### config.mk
export PLATFORM = sky130hd
export DESIGN_NAME = mul_5_recon
export DESIGN_NICKNAME = d
export VERILOG_FILES = /design/src/rtl/div_const_pkg.sv /design/src/rtl/pipe_stage.sv /design/src/rtl/mul_5_recon.sv
export SDC_FILE = /design/constraint.sdc
export NUM_CORES = 1
export LEC_CHECK = 0
export CORE_AREA = 8 8 74 141
export DETAILED_ROUTE_END_ITERATION = 8
export DIE_AREA = 0 0 82 149
export HOLD_SLACK_MARGIN = 0.03
export PLACE_DENSITY_LB_ADDON = 0.12
export SKIP_LAST_GASP = 1
export SYNTH_ARGS = -nofsm -noshare
export SYNTH_HDL_FRONTEND = slang
export SYNTH_SLANG_ARGS = --single-unit
### constraint.sdc
create_clock -name i_clk -period 3.5 [get_ports i_clk]
set_clock_uncertainty 0.05 [all_clocks]
set_input_delay 0.525 -clock i_clk [delete_from_list [all_inputs] [get_ports i_clk]]
set_output_delay 0.525 -clock i_clk [all_outputs]
set_load 0.05 [all_outputs]
### src/rtl/div_const_pkg.sv
// Shared constants and types for the constant divide-by-5 family, so the divider
// and the reconstructor agree on quotient, remainder and dividend widths.
package div_const_pkg;

   localparam int DIVISOR = 5;
   localparam int Q_W     = 30;
   localparam int R_W     = 3;
   localparam int X_W     = 32;
   localparam int S_W     = X_W + 1;

   localparam logic [R_W-1:0] DIV_R = DIVISOR[R_W-1:0];

   typedef struct packed {
      logic [Q_W-1:0] q;
      logic [R_W-1:0] r;
   } qr_t;

   typedef struct packed {
      logic           rem_err;
      logic           ovf;
      logic [X_W-1:0] x;
   } res_t;

   function automatic logic rem_illegal(input logic [R_W-1:0] r);
      return (r >= DIV_R);
   endfunction

endpackage

### src/rtl/pipe_stage.sv
// One valid/ready register slice: accepts when empty or when its own content
// leaves this cycle; holds data and valid while the downstream stalls.
module pipe_stage #(
   parameter int WIDTH = 8
) (
   input  logic             i_clk,
   input  logic             i_rst,
   input  logic             i_valid,
   output logic             o_ready,
   input  logic [WIDTH-1:0] i_data,
   output logic             o_valid,
   input  logic             i_ready,
   output logic [WIDTH-1:0] o_data
);

   logic             r_valid;
   logic [WIDTH-1:0] r_data;
   logic             w_adv;

   assign w_adv   = !r_valid || i_ready;
   assign o_ready = w_adv;
   assign o_valid = r_valid;
   assign o_data  = r_data;

   // slice register: load on advance, keep data when the upstream has nothing new
   always_ff @(posedge i_clk or posedge i_rst) begin
      if (i_rst) begin
         r_valid <= 1'b0;
         r_data  <= '0;
      end else if (w_adv) begin
         r_valid <= i_valid;
         if (i_valid) begin
            r_data <= i_data;
         end
      end
   end

endmodule

### src/rtl/mul_5_recon.sv
// Rebuilds X = 5*Q + R from a quotient/remainder pair through a two-slice
// valid/ready pipeline, flagging illegal remainders and 32-bit overflow.
module mul_5_recon
   import div_const_pkg::*;
(
   input  logic           i_clk,
   input  logic           i_rst,
   input  logic           i_in_valid,
   output logic           o_in_ready,
   input  logic [Q_W-1:0] i_q_in,
   input  logic [R_W-1:0] i_r_in,
   output logic           o_out_valid,
   input  logic           i_out_ready,
   output logic [X_W-1:0] o_x_out,
   output logic           o_rem_err,
   output logic           o_ovf
);

   logic           r_rdy_en;
   logic           w_s1_in_valid;
   logic           w_s1_adv;
   logic           w_s1_valid;
   logic           w_s2_adv;
   qr_t            w_s1_din;
   qr_t            w_s1_dout;
   logic [S_W-1:0] w_q_x4;
   logic [S_W-1:0] w_q_x1;
   logic [S_W-1:0] w_r_ext;
   logic [S_W-1:0] w_sum;
   res_t           w_s2_din;
   res_t           w_s2_dout;

   // input side stays closed until the first clock after reset release
   always_ff @(posedge i_clk or posedge i_rst) begin
      if (i_rst) begin
         r_rdy_en <= 1'b0;
      end else begin
         r_rdy_en <= 1'b1;
      end
   end

   assign w_s1_in_valid = i_in_valid && r_rdy_en;
   assign o_in_ready    = w_s1_adv && r_rdy_en;
   assign w_s1_din      = {i_q_in, i_r_in};

   pipe_stage #(
      .WIDTH ($bits(qr_t))
   ) u_s1 (
      .i_clk   (i_clk),
      .i_rst   (i_rst),
      .i_valid (w_s1_in_valid),
      .o_ready (w_s1_adv),
      .i_data  (w_s1_din),
      .o_valid (w_s1_valid),
      .i_ready (w_s2_adv),
      .o_data  (w_s1_dout)
   );

   // 5*Q as (Q<<2)+Q, one bit wider than X so the carry becomes the overflow flag
   assign w_q_x4   = {{(S_W-Q_W-2){1'b0}}, w_s1_dout.q, 2'b00};
   assign w_q_x1   = {{(S_W-Q_W){1'b0}}, w_s1_dout.q};
   assign w_r_ext  = {{(S_W-R_W){1'b0}}, w_s1_dout.r};
   assign w_sum    = w_q_x4 + w_q_x1 + w_r_ext;
   assign w_s2_din = {rem_illegal(w_s1_dout.r), w_sum[X_W], w_sum[X_W-1:0]};

   pipe_stage #(
      .WIDTH ($bits(res_t))
   ) u_s2 (
      .i_clk   (i_clk),
      .i_rst   (i_rst),
      .i_valid (w_s1_valid),
      .o_ready (w_s2_adv),
      .i_data  (w_s2_din),
      .o_valid (o_out_valid),
      .i_ready (i_out_ready),
      .o_data  (w_s2_dout)
   );

   assign o_x_out   = w_s2_dout.x;
   assign o_rem_err = w_s2_dout.rem_err;
   assign o_ovf     = w_s2_dout.ovf;

endmodule

==> results of run 1 <==
==> cell families (layout without fill, tap and decap cells) <==
family          after synthesis  after routing
buf+inv                      33            106
fa+ha+maj                    61             61
flops                        70             70
xor+xnor                     24             24
other cells                   1              1
mux                          37             37
simple gates                110            110
compound gates              129            129
==> per-stage QoR <==
stage	instances	setup WS (ps)	hold WS (ps)	total power [mW]
2_1_floorplan	465	624	421	3.22
3_3_place_gp	622	475	413	4.04
3_5_place_dp	622	396	415	4.08
4_1_cts	638	346	430	5.02
5_1_grt	638	212	445	5.29
6_report	638	348	423	4.97
==> power breakdown <==
| part | total [mW] | switching [mW] | internal (mW) | leakage [nW] |
|---|---|---|---|---|
| combinational | 2.82 | 1.77 | 1.06 | 1.57 |
| clock | 0.912 | 0.342 | 0.571 | 0.142 |
| sequential | 1.23 | 0.172 | 1.06 | 0.845 |
| total | 4.97 | 2.28 | 2.68 | 2.56 |
==> critical path, delay by kind of cell, from the launching register on <==
family                   cells  cell delay (ps)
AND/OR/NAND/NOR              3              830
flip-flops                   1              370
buffers and inverters        1               70
AO/OA/AOI/OAI                4              760
adder cells (fa/ha/maj)      2             1010
==> sequential cells by signal (all words and copies together), names as in the netlist <==
signal,flops
u_s1.o_data,33
u_s2.o_data,34
u_s1.o_valid,1
u_s2.o_valid,1
r_rdy_en,1
==> synthesized netlist by cell type (2+ instances only) <==
cell / n / area share
a21o_1: 8 / 0.013
and2_1: 2 / 0.0027
mux2i_1: 2 / 0.0043
nand2b_1: 5 / 0.0068
xor2_1: 12 / 0.023
nand3_1: 7 / 0.0076
clkbuf_1: 12 / 0.0098
or3_1: 4 / 0.0054
a21oi_1: 35 / 0.038
a211oi_1: 2 / 0.0033
o21ai_0: 43 / 0.047
a22oi_1: 2 / 0.0033
nand2_1: 55 / 0.045
nor2_1: 12 / 0.0098
a2111o_1: 2 / 0.0049
ha_1: 59 / 0.16
buf_2: 6 / 0.0065
o31ai_1: 2 / 0.0033
dfrtp_1: 70 / 0.38
xnor2_1: 12 / 0.023
a21oi_2: 2 / 0.0038
o21a_1: 6 / 0.0098
o21bai_1: 5 / 0.0081
o21ai_1: 7 / 0.0076
fa_1: 2 / 0.0087
inv_1: 14 / 0.011
nand4_1: 10 / 0.014
nor3_1: 8 / 0.0087
mux2_2: 34 / 0.083
==> layer usage <==
| metal | vias to the layer above | GRT usage | wire length (um) |
|---|---|---|---|
| li1 | 1819 | - | - |
| met1 | 1762 | 0.183 | 4080 |
| met2 | 83 | 0.412 | 7160 |
| met3 | 19 | 0.0417 | 458 |
| met4 | 0 | 0.0876 | 326 |
| met5 | - | 0 | 0 |
==> final timing paths <==
path | from | to | depth (start not counted)
hold reg to reg | u_s2.o_data[5] | u_s2.o_data[5] | 2
max in group asynchronous | i_rst | u_s2.o_data[25] | 3
hold / removal | u_s2.o_data[5] | u_s2.o_data[5] | 2
min in group asynchronous | i_rst | u_s2.o_data[2] | 2
setup / recovery | u_s1.o_data[2] | u_s2.o_data[31] | 10
setup reg to reg | u_s1.o_data[2] | u_s2.o_data[31] | 10
==> layout make-up <==
| cell class | instances | area share |
|---|---|---|
| well taps | 100 | 0.0219 |
| inverters | 14 | 0.00920 |
| clock buffers | 11 | 0.0425 |
| repair buffers | 76 | 0.131 |
| flip-flops and latches | 70 | 0.307 |
| clock inverters | 5 | 0.0103 |
| multi-input cells | 362 | 0.478 |
==> layout by cell type (no fill, tap or decap), types with 10 or more instances in the layout <==
cell type and count:
a21oi_1 35, clkdlybuf4s50_1 72, dfrtp_1 70, ha_1 59
inv_1 13, mux2_2 34, nand2_1 54, nand4_1 10
nor2_1 12, o21ai_0 43, xnor2_1 12, xor2_1 12
==> results.cfg, run 1 <==
[status]
run_status = complete, no violations

[cts]
cts.sink_count = 70
clkSlewWorstSetupHoldPaths_ps = 60
post_cts.resized_instances = 0
cts-buffers-inserted = 9
cts_root_buffer = clkbuf_16
clock_path_buffers = 2
cts_hold_repair.buffers = 0
cts-htree-levels = 3
post_cts_buffers = 0
clk_latency_ps = 330
tritoncts = yes

[grt]
grt_overflow_total = 0
groute.usage.overall = 0.206
grt_pass1_vias = 3848
grt_start_max_net_pins = 39
global_route_wire_length_before_repair_mm = 19.1
grt_antenna_before_repair = 0

[drt]
drt_first_pass_iters = 4
post_drt_via_cell_ratio = 5.77
routed_wl_mm = 12.0
drt_drc_violations_left = 0
ant_nets = 0
via_count = 3683
drt-initial-drc-count = 112
route.detailed.wl_per_inst_um = 18.8

[floorplan]
die_area_um2 = 12200
die_width_um = 82
core_area_um2 = 8530
die_y_um = 149
row_count = 48
ioPinCount = 73
initial_core_util = 0.541

[layout]
layout-area-overhead-vs-synth_pct = 23.9
area.sequential_um2 = 1750
final_core_utilization = 0.670
final_cell_area_um2 = 5710
insertedDiodeCount = 0
final_nets = 631
multi_input_area_um2 = 2730
drive_gt1_frac = 0.123
fill_cells = 736

[pwr]
worst_ir_drop_on_vdd_v = 0.000590
pwr_cell_area_nw_per_um2 = 869
power.leakage_nw = 2.56

[sta]
timing.final.crit_share = 0.900
pins_over_their_slew_limit = 0
finalWorstPathRequiredPeriod_ps = 3150
tightestPinTransition_ps = 670
setup_repair_after_global_routing_missed_its_margin = no
report.final.setup_viol = 0
max_clock_freq_mhz = 317
slew_headroom = 0.552
final.setup.tns_ps = 0
hold_viol = 0

[synth]
yosys_warnings = 0
synth.avg_cell_area_um2 = 9.92
synthDistinctLibCells = 54
synthesized_area_fraction_occupied_by_and_or_nand_nor_cells = 0.110
fraction_of_synthesis_flops_using_an_asynchronous_set_or_reset_pin = 1.00
synth_fa_ha_area_frac = 0.169
syn-cell-area_um2 = 4610
synth_fp_nets = 563
synth_compound_gate_area_share = 0.176
largest_family_of_logic_cells_by_synthesized_area = compound AO/OA/AOI/OAI gates
yosys_register_bits = 70
synth_edf_count = 0
synth_xor_area_frac = 0.0456
postSynthCellCount = 465
synth.area.mux_share = 0.0906
seq_total_area_yosys = 0.380
dominantRegCellSynth = dfrtp_1

[critical_path]
critPathRequiredTime_ps = 3710
slowest_delay_ps = 530
crit_type = flip-flop to flip-flop
cp_common_cell = fa_1
r2r_setup_slack_ps = 350
arrival_ps = 3370
critical_path.max_fanout = 4
master_of_the_slowest_instance_on_the_critical_path = fa_1
start_kind = flip-flop
timing.critical_path.to_type = flip-flop
crit_chain = inv_1 -> fa_1 -> fa_1 -> and2b_1 -> o2111ai_2 -> a21oi_2 -> o41ai_2 -> o21ba_1 -> or4_1 -> nand3_1

[place]
dpl_cell_area_um2 = 5410
dp_hpwl_mm = 9.63
globalplace.congestion = 0.908
numPortBuffers = 72

[flow_run]
cap_viol_max_count = 0

[min_path]
hold_wc_path_type = flip-flop to flip-flop
(Power assumes the default switching activity.)
==> run 2: changes to the inputs <==
--- a/config.mk
+++ b/config.mk
@@ -5,12 +5,13 @@
 export SDC_FILE = /design/constraint.sdc
 export NUM_CORES = 1
 export LEC_CHECK = 0
-export CORE_AREA = 8 8 74 141
+export CORE_AREA = 8 8 77 146
 export DETAILED_ROUTE_END_ITERATION = 8
-export DIE_AREA = 0 0 82 149
+export DIE_AREA = 0 0 85 154
 export HOLD_SLACK_MARGIN = 0.03
 export PLACE_DENSITY_LB_ADDON = 0.12
 export SKIP_LAST_GASP = 1
 export SYNTH_ARGS = -nofsm -noshare
 export SYNTH_HDL_FRONTEND = slang
+export SYNTH_HIERARCHICAL = 1
 export SYNTH_SLANG_ARGS = --single-unit
==> run 2 against run 1 <==
Effect of this change:
- via count fell by 5.9%
- worst setup slack got worse by 210 ps
- synthesized cell count fell by 9.7%
- critical endpoint is now u_s2/o_data[30]
- largest power group unchanged
- highest routed layer unchanged
==> results.cfg, run 2 <==
[status]
run_status = complete, no violations

[layout]
area.sequential_um2 = 1750
layout_commonest_cell = clkdlybuf4s50_1
final_core_utilization = 0.662
fill_cells = 734
layout-area-overhead-vs-synth_pct = 22.1
final_cell_area_um2 = 6170
drive_gt1_frac = 0.231
number_of_flip_flops_under_the_largest_register_name = 34
insertedDiodeCount = 0
final_nets = 600
layout_common_cells = clkdlybuf4s50_1, dfrtp_1, mux2_4
multi_input_area_um2 = 3120

[drt]
drt_drc_violations_left = 0
drt-initial-drc-count = 98
post_drt_via_cell_ratio = 5.67
routed_wl_mm = 10.9
ant_nets = 0
route.detailed.wl_per_inst_um = 17.9
drt_first_pass_iters = 4
via_count = 3464

[synth]
seq_total_area_yosys = 0.347
yosys_warnings = 6
synth_largest_type_area_fraction = 0.347
synthDistinctLibCells = 61
syn-cell-area_um2 = 5050
postSynthCellCount = 420
fraction_of_synthesis_flops_using_an_asynchronous_set_or_reset_pin = 1.00
synth.most_common_cell = dfrtp_1
area_contributors_post_synth = dfrtp_1, mux2_4, ha_1, xnor2_1, a21oi_1
library_cell_occupying_the_most_area_in_the_post_synthesis_netlist = dfrtp_1
yosys_register_bits = 70
synth_edf_count = 0
dominantRegCellSynth = dfrtp_1
synth_fp_nets = 518
synth.avg_cell_area_um2 = 12.0
synthTopCellsByCount = dfrtp_1, mux2_4, ha_1, a21oi_1

[critical_path]
start_kind = flip-flop
r2r_setup_slack_ps = 140
arrival_ps = 3530
critical_path.max_fanout = 4
critical_path.reg2reg.startpoint = u_s1/o_data[5]
timing.critical_path.to_type = flip-flop
critPathRequiredTime_ps = 3670
worst_setup_path_startpoint = u_s1/o_data[5]
crit_type = flip-flop to flip-flop

[floorplan]
core_area_um2 = 9320
die_width_um = 85
die_area_um2 = 13100
ioPinCount = 73
initial_core_util = 0.542
row_count = 50
die_y_um = 154

[cts]
clk_latency_ps = 340
cts-buffers-inserted = 9
tritoncts = yes
clkSlewWorstSetupHoldPaths_ps = 60
cts-htree-levels = 3
cts_root_buffer = clkbuf_16
clock_path_buffers = 2
cts.sink_count = 70

[sta]
pins_over_their_slew_limit = 0
report.final.setup_viol = 0
finalWorstPathRequiredPeriod_ps = 3360
timing.final.crit_share = 0.960
final_layout_worst_hold_slack_ps = 326
max_clock_freq_mhz = 298
final.setup.tns_ps = 0
slew_headroom = 0.557
hold_viol = 0
tightestPinTransition_ps = 664

[place]
globalplace.congestion = 0.838
numPortBuffers = 72
dp_hpwl_mm = 8.37
dpl_cell_area_um2 = 5790

[grt]
global_route_wire_length_before_repair_mm = 18.4
grtUsageMet1 = 0.174
globalRouteMet3Util = 0.0438
grt_most_used_layer = met2
grt_start_max_net_pins = 36
grt_antenna_before_repair = 0
globalRouteMet2Util = 0.332
grt_overflow_total = 0
groute.usage.overall = 0.177
grt_pass1_vias = 3919

[flow_run]
cap_viol_max_count = 0

[pwr]
power.leakage_nw = 3.02
pwr_cell_area_nw_per_um2 = 893
worst_ir_drop_on_vdd_v = 0.000463
sum_of_internal_switching_and_leakage_power_mw = 5.51

[min_path]
hold_wc_path_type = input port to async pin
[run 2: cell count changes after synthesis, sizes merged, moves of 6 or more]
cell	change
clkbuf	-9
nand4	-7
a21o	+7
a21oi	-8
nor3	-6
mux2	+32
nor2	+6
xnor2	+7
o21ai	-38
nand2	-35
[run 2: where the power goes]
part	leakage [nW]	switching [mW]	internal [mW]
logic	2.04	1.86	1.48
clock network	0.149	0.358	0.553
registers	0.826	0.175	1.08
[run 2: stage by stage]
step / setup slack (ps) / std cells
6_report: 141 / 611
5_1_grt: -15.2 / 611
4_1_cts: 20.6 / 606
3_5_place_dp: -30.1 / 590
3_3_place_gp: 28.9 / 590
2_1_floorplan: 174 / 420
[run 2: final cells by class]
cell class,instances,area share
multi-input cells,322,0.506
flip-flops and latches,70,0.284
repair buffers,83,0.130
clock buffers,9,0.0365
well taps,104,0.0211
clock inverters,7,0.0122
inverters,16,0.00973
[run 2: worst max-delay path, stage by stage (launching register included)]
cell      delay, ps
dfrtp_1         350
inv_1            70
fa_2            600
inv_2            50
ha_4            240
a211oi_4        280
o21bai_4         90
a211o_4         290
a31oi_4         230
o21a_4          170
o41ai_4         100
a211o_1         310
and3_1          140
mux2_4          260
[run 2: routing by layer]
layer / wire length, um / vias to the layer above / part of all wire
li1: - / 1694 / -
met1: 4140 / 1680 / 0.38
met2: 6070 / 65 / 0.56
met3: 391 / 25 / 0.036
met4: 325 / 0 / 0.030
met5: 0 / - / 0
[run 2: final timing paths]
kind,endpoint,cells past startpoint
worst min register to register,u_s2/o_data[18],1
min in group i_clk,u_s2/o_data[18],1
max in group asynchronous,u_s2/o_data[27],3
worst min-delay path,r_rdy_en,2
worst max register to register,u_s2/o_data[30],13
worst max-delay path,u_s2/o_data[30],13
[run 2: repair_timing]
| action | in CTS | in global routing |
|---|---|---|
| endpoints found under the setup margin | 1 | 8 |
| buffers inserted | 0 | 5 |
| hold buffers | 0 | 0 |
| hold endpoints to repair | 0 | 0 |
| pin swaps | 2 | 7 |
| resized for setup | 0 | 7 |
| gates cloned | 0 | 0 |
[run 2: cell families (layout without fill, tap and decap cells)]
group / count (synthesis) / in the layout / synth area share
AND/OR/NAND/NOR: 70 / 70 / 0.0725
adder cells (fa/ha/maj): 61 / 61 / 0.154
other: 1 / 1 / 0.000742
AO/OA/AOI/OAI: 95 / 95 / 0.141
flip-flops: 70 / 70 / 0.347
XOR/XNOR: 27 / 27 / 0.0468
multiplexers: 68 / 68 / 0.196
buffers and inverters: 28 / 115 / 0.0431
